### src/rtl/acc_uart_tx_pkg.sv
// ---------------------------------------------------------------------------
// acc_uart_tx_pkg
// Shared definitions for the accumulator UART path.
// Contents:
//   state_t               transmitter state encoding (IDLE/START/DATA/STOP)
//   UART_FRAME_BITS       bits per 8N1 character (start + 8 data + stop)
//   DEFAULT_CLKS_PER_BIT  default bit time in clock cycles
// ---------------------------------------------------------------------------
package acc_uart_tx_pkg;

    typedef enum logic [1:0] {
        IDLE  = 2'd0,
        START = 2'd1,
        DATA  = 2'd2,
        STOP  = 2'd3
    } state_t;

    localparam int UART_FRAME_BITS      = 10;
    localparam int DEFAULT_CLKS_PER_BIT = 16;

endpackage

### src/rtl/acc_uart_tx_baud_tick_gen.sv
// ---------------------------------------------------------------------------
// baud_tick_gen
// Bit-time counter that pulses tick once every CLKS_PER_BIT cycles.
// Shared by the accumulator UART transmitter and its matching receiver.
// Ports:
//   clk    in   system clock, rising edge
//   rst_n  in   asynchronous active-low reset
//   clear  in   hold the counter at zero (phase restart)
//   tick   out  high in the last cycle of each bit time
// ---------------------------------------------------------------------------
module baud_tick_gen #(
    parameter int CLKS_PER_BIT = 16,
    parameter int CNT_W        = 16
) (
    input  logic clk,
    input  logic rst_n,
    input  logic clear,
    output logic tick
);

    localparam logic [CNT_W-1:0] LAST = CNT_W'(CLKS_PER_BIT - 1);

    logic [CNT_W-1:0] count;

    assign tick = (count == LAST);

    // Counts 0..CLKS_PER_BIT-1 and wraps; clear keeps the phase at zero so
    // the first bit after a restart gets its full duration.
    always_ff @(posedge clk or negedge rst_n) begin
        if (!rst_n) begin
            count <= '0;
        end else if (clear || tick) begin
            count <= '0;
        end else begin
            count <= count + 1'b1;
        end
    end

endmodule

### src/rtl/acc_uart_tx.sv
// ---------------------------------------------------------------------------
// acc_uart_tx
// Captures the 16-bit accumulator on a Send strobe and transmits it as two
// UART 8N1 characters, low byte first, each byte LSB first, with no idle gap
// between the two characters.
// Ports:
//   clk    in   system clock, rising edge
//   rst_n  in   asynchronous active-low reset
//   Dato   in   accumulator value to transmit
//   Send   in   one-cycle request, accepted only while idle
//   Tx     out  serial line, idles high
//   Busy   out  high while a two-byte frame is in progress
//   Done   out  one-cycle pulse when the final stop bit completes
// ---------------------------------------------------------------------------
module acc_uart_tx
    import acc_uart_tx_pkg::*;
#(
    parameter int CLKS_PER_BIT = DEFAULT_CLKS_PER_BIT,
    parameter int CNT_W        = 16
) (
    input  logic        clk,
    input  logic        rst_n,
    input  logic [15:0] Dato,
    input  logic        Send,
    output logic        Tx,
    output logic        Busy,
    output logic        Done
);

    state_t      state;
    logic [15:0] shreg;
    logic        byte_sel;
    logic [2:0]  bit_idx;
    logic        tick;
    logic        clear_cnt;

    // The bit timer is held in reset while idle, so a frame always starts
    // on a fresh bit boundary.
    assign clear_cnt = (state == IDLE);

    baud_tick_gen #(
        .CLKS_PER_BIT(CLKS_PER_BIT),
        .CNT_W       (CNT_W)
    ) u_baud (
        .clk  (clk),
        .rst_n(rst_n),
        .clear(clear_cnt),
        .tick (tick)
    );

    // The whole 16-bit word lives in one shift register: after the eight
    // low-byte shifts the high byte has moved down into bits [7:0], so the
    // second character needs no reload.
    always_ff @(posedge clk or negedge rst_n) begin
        if (!rst_n) begin
            state    <= IDLE;
            shreg    <= '0;
            byte_sel <= 1'b0;
            bit_idx  <= '0;
            Tx       <= 1'b1;
            Busy     <= 1'b0;
            Done     <= 1'b0;
        end else begin
            Done <= 1'b0;
            case (state)
                IDLE: begin
                    if (Send) begin
                        shreg    <= Dato;
                        byte_sel <= 1'b0;
                        bit_idx  <= '0;
                        state    <= START;
                        Tx       <= 1'b0;
                        Busy     <= 1'b1;
                    end
                end
                START: begin
                    if (tick) begin
                        state   <= DATA;
                        Tx      <= shreg[0];
                        shreg   <= {1'b0, shreg[15:1]};
                        bit_idx <= '0;
                    end
                end
                DATA: begin
                    if (tick) begin
                        if (bit_idx == 3'd7) begin
                            state   <= STOP;
                            Tx      <= 1'b1;
                            bit_idx <= '0;
                        end else begin
                            Tx      <= shreg[0];
                            shreg   <= {1'b0, shreg[15:1]};
                            bit_idx <= bit_idx + 3'd1;
                        end
                    end
                end
                STOP: begin
                    if (tick) begin
                        if (!byte_sel) begin
                            byte_sel <= 1'b1;
                            state    <= START;
                            Tx       <= 1'b0;
                        end else begin
                            byte_sel <= 1'b0;
                            state    <= IDLE;
                            Busy     <= 1'b0;
                            Done     <= 1'b1;
                        end
                    end
                end
                default: begin
                    state <= IDLE;
                    Tx    <= 1'b1;
                    Busy  <= 1'b0;
                end
            endcase
        end
    end

endmodule

### config.mk
export PLATFORM = sky130hd
export DESIGN_NAME = acc_uart_tx
export DESIGN_NICKNAME = d
export VERILOG_FILES = /design/src/rtl/acc_uart_tx_pkg.sv /design/src/rtl/acc_uart_tx_baud_tick_gen.sv /design/src/rtl/acc_uart_tx.sv
export SDC_FILE = /design/constraint.sdc
export NUM_CORES = 1
export LEC_CHECK = 0
export CORE_MARGIN = 8
export CORE_UTILIZATION = 51
export DETAILED_ROUTE_END_ITERATION = 12
export GPL_TIMING_DRIVEN = 1
export HOLD_SLACK_MARGIN = 0.12
export PLACE_DENSITY = 0.82
export SKIP_LAST_GASP = 1
export SLEW_MARGIN = 25
export SYNTH_ARGS = -nofsm -noshare
export SYNTH_HDL_FRONTEND = slang
export SYNTH_SLANG_ARGS = --single-unit
export TNS_END_PERCENT = 100
### constraint.sdc
create_clock -name clk -period 2.1 [get_ports clk]
set_input_delay 0.21 -clock clk [delete_from_list [all_inputs] [get_ports clk]]
set_output_delay 0.21 -clock clk [all_outputs]
set_load 0.02 [all_outputs]
==> summary.md <==
| Metric | Value |
|---|---|
| CTS HTree Levels | `2` |
| Startpoint Class | `flip-flop` |
| Max clock buf depth | `2` |
| CP peak stage delay | `390 ps` |
| R2R setup slack | `120 ps` |
| Maxcap violations | `0` |
| Peak VDD IR | `845 uV` |
| Yosys warning count | `0` |
| Final wirelength | `3910 microns` |
| Clk_lat worst skew | `290 ps` |
| Worst Tran Pin Value | `322 ps` |
| Chip Width | `82.1 microns` |
| Unrepaired setup endpoints after global routing | `no` |
| Ys async rst share | `1.00` |
| Period utilization | `0.944` |
| Routed wire per std cell | `14.0 microns` |
| WP data arrival | `2160 ps` |
| Synth top area share | `0.450` |
| Post-cts resize count | `0` |
| Slew Limit Headroom | `0.783` |
| Share of cells above drive strength 1 | `0.273` |
| Max-slew violation count | `0` |
| Predominant post-synthesis flop cell | `dfrtp_1` |
| Row count | `24` |
| Port buffer count | `21` |
| Mapped Area | `0.00223 sq mm` |
| Die Area | `0.00673 sq mm` |
| Vias in the first global route | `1483` |
| Slowest CP cell | `dfrtp_1` |
| Hold/Removal Path Class | `primary input to asynchronous set/reset pin` |
| Largest net degree at the start of global routing | `42` |
| Root Buffer Master | `clkbuf_8` |
| Starting density of the core | `0.518` |
| Sequential fraction of the synthesis area | `0.461` |
| Top post-synthesis cells by area | `dfrtp_1 (45%), mux2_2 (12%), mux2_4 (6.7%)` |
| Count leader, synth | `dfrtp_1` |
| CP delay by family, top | `simple AND/OR/NAND/NOR gates` |
| Fmax | `0.505 GHz` |
| Leakage | `1.20 nW` |
| Layout area overhead | `21.0%` |
| Die Height | `82.1 microns` |
| Clock-pin slew on the worst setup and hold paths | `80 ps` |
| Num CTS Buffers | `5` |
| Clk_skew | `5.32 ps` |
| Initial antenna violation count | `0` |
| Top cells by count, synth | `dfrtp_1 (40), mux2_2 (23), nor2_1 (22)` |
| Hold Vio Cnt, Final | `0` |
| Grt ovf | `0` |
| First-pass GRT wire length | `6740 microns` |
| DRT iter0 DRCs | `33` |
| Detailed-route via count | `1482` |
| CTS Sinks | `41` |
| Post-Syn Instances | `192` |
| Fin nets | `252` |
| RePlAce Congestion | `0.809` |
| CTS tree | `done` |
| Pwr dens | `1340 mW/mm^2` |
| Total power | `0.00360 W` |
| Synth Register Bits | `41` |
| CP Class | `flip-flop to flip-flop` |
| 1st-pass router iterations | `4` |
| Mean cell area of the mapped netlist | `11.6 sq um` |
| Antenna diode count | `0` |
| Leading area contributor after synthesis | `dfrtp_1` |
| Tmin final | `1980 ps` |
| Hpwl dp | `2760 microns` |
| Number of synthesized flops with an enable pin | `0` |
| Critical path endpoint category | `flip-flop` |
| Unique masters post-synth | `35` |
| Core Area | `0.00429 sq mm` |
| Num ports | `22` |
| Critical path buffer and inverter count | `2` |
| Routed Antenna Nets | `0` |
| GRT Util Overall | `0.129` |
| Vias per cell | `5.31` |
| Outcome | `finished, final reports clean` |
| Critical Path Fanout Max | `16` |
| Setup violators final | `0` |
| WP data required | `2280 ps` |
| DRC viols | `0` |
| Sequence of cells on the critical path | `inv_1 > ha_1 > or2_2 > o21a_1 > nand3_4 > buf_12 > mux2_2` |
| Net count after synthesis | `218` |
| Setup TNS | `0 ps` |
flip-flops by register name (all words and copies together), names as in the netlist:
register      count
bit_idx           3
byte_sel          1
shreg            16
Tx                1
state             2
Busy              1
u_baud.count     16
Done              1
power breakdown:
group / switching (W) / internal, W
combinational: 0.000780 / 0.00111
sequential: 0.000122 / 0.00102
clock: 0.000273 / 0.000297
final timing paths:
| check | from | end | cells past startpoint |
|---|---|---|---|
| setup / recovery | state[0] | shreg[3] | 7 |
| hold / removal | rst_n | u_baud.count[7] | 2 |
| setup reg to reg | state[0] | shreg[3] | 7 |
| hold reg to reg | u_baud.count[0] | u_baud.count[0] | 1 |
| max in group asynchronous | rst_n | Tx | 3 |
| min in group clk | u_baud.count[0] | u_baud.count[0] | 1 |
logic make-up (layout without fill, tap and decap cells):
logic type	Yosys count	after routing	share of synthesized area
AOI/OAI and AO/OA	21	21	0.0624
adders and majority gates	7	7	0.0393
xor gates and xnor gates	14	14	0.0551
DFF	41	41	0.461
and+or+nand+nor	62	62	0.168
muxes	34	34	0.188
buffers and inverters	13	48	0.0259
per-stage QoR:
stage | instances | instance area, sq um | setup WS, ps | util | hold slack [ps]
floorplan | 192 | 2230 | 32.8 | - | -85.6
global placement | 268 | 2540 | 131 | 0.592 | 378
detailed placement | 268 | 2540 | 74.9 | 0.592 | 392
CTS | 277 | 2650 | 52.6 | 0.618 | 491
global route | 279 | 2690 | 35.5 | 0.627 | 340
finish | 279 | 2690 | 118 | 0.627 | 318
placed cells by master (no fill, tap or decap), drive strengths merged, types with 3 or more instances in the layout:
cell type,netlist,final
a21oi,3,3
a22o,3,3
buf,1,11
clkbuf,4,7
clkdlybuf4s50,0,20
dfrtp,40,40
ha,7,7
inv,8,8
mux2,33,33
nand2,14,14
nand2b,4,4
nand3,7,7
nand4,5,5
nor2,22,22
nor4,3,3
o21ai,11,11
xnor2,8,8
xor2,6,6
final cells by class:
| type | count | area [sq um] |
|---|---|---|
| clock inverter | 1 | 5.00 |
| timing repair buffer | 32 | 328 |
| inverter | 8 | 30.0 |
| sequential | 41 | 1030 |
| tap | 52 | 65.1 |
| fill | 346 | 1600 |
| clock buffer | 7 | 96.3 |
| multi-input combinational | 138 | 1140 |
worst register-to-register path: stages (launching register included):
cell	delay (ps)
dfrtp_1	390
inv_1	100
ha_1	210
or2_2	340
o21a_1	230
nand3_4	80
buf_12	160
mux2_2	360
repair_timing:
item,CTS,global route
setup endpoints to repair,0,16
buffers inserted,0,1
hold endpoints to repair,40,0
hold buffers,1,0
routing by layer:
| metal | GRT usage | vias up | part of all wire |
|---|---|---|---|
| met2 | 0.194 | 23 | 0.48 |
| met1 | 0.168 | 719 | 0.47 |
| met5 | 0 | - | 0 |
| li1 | - | 735 | - |
| met3 | 0.0295 | 5 | 0.038 |
| met4 | 0.0684 | 0 | 0.018 |
No activity file was read; power rests on OpenSTA's default activity.
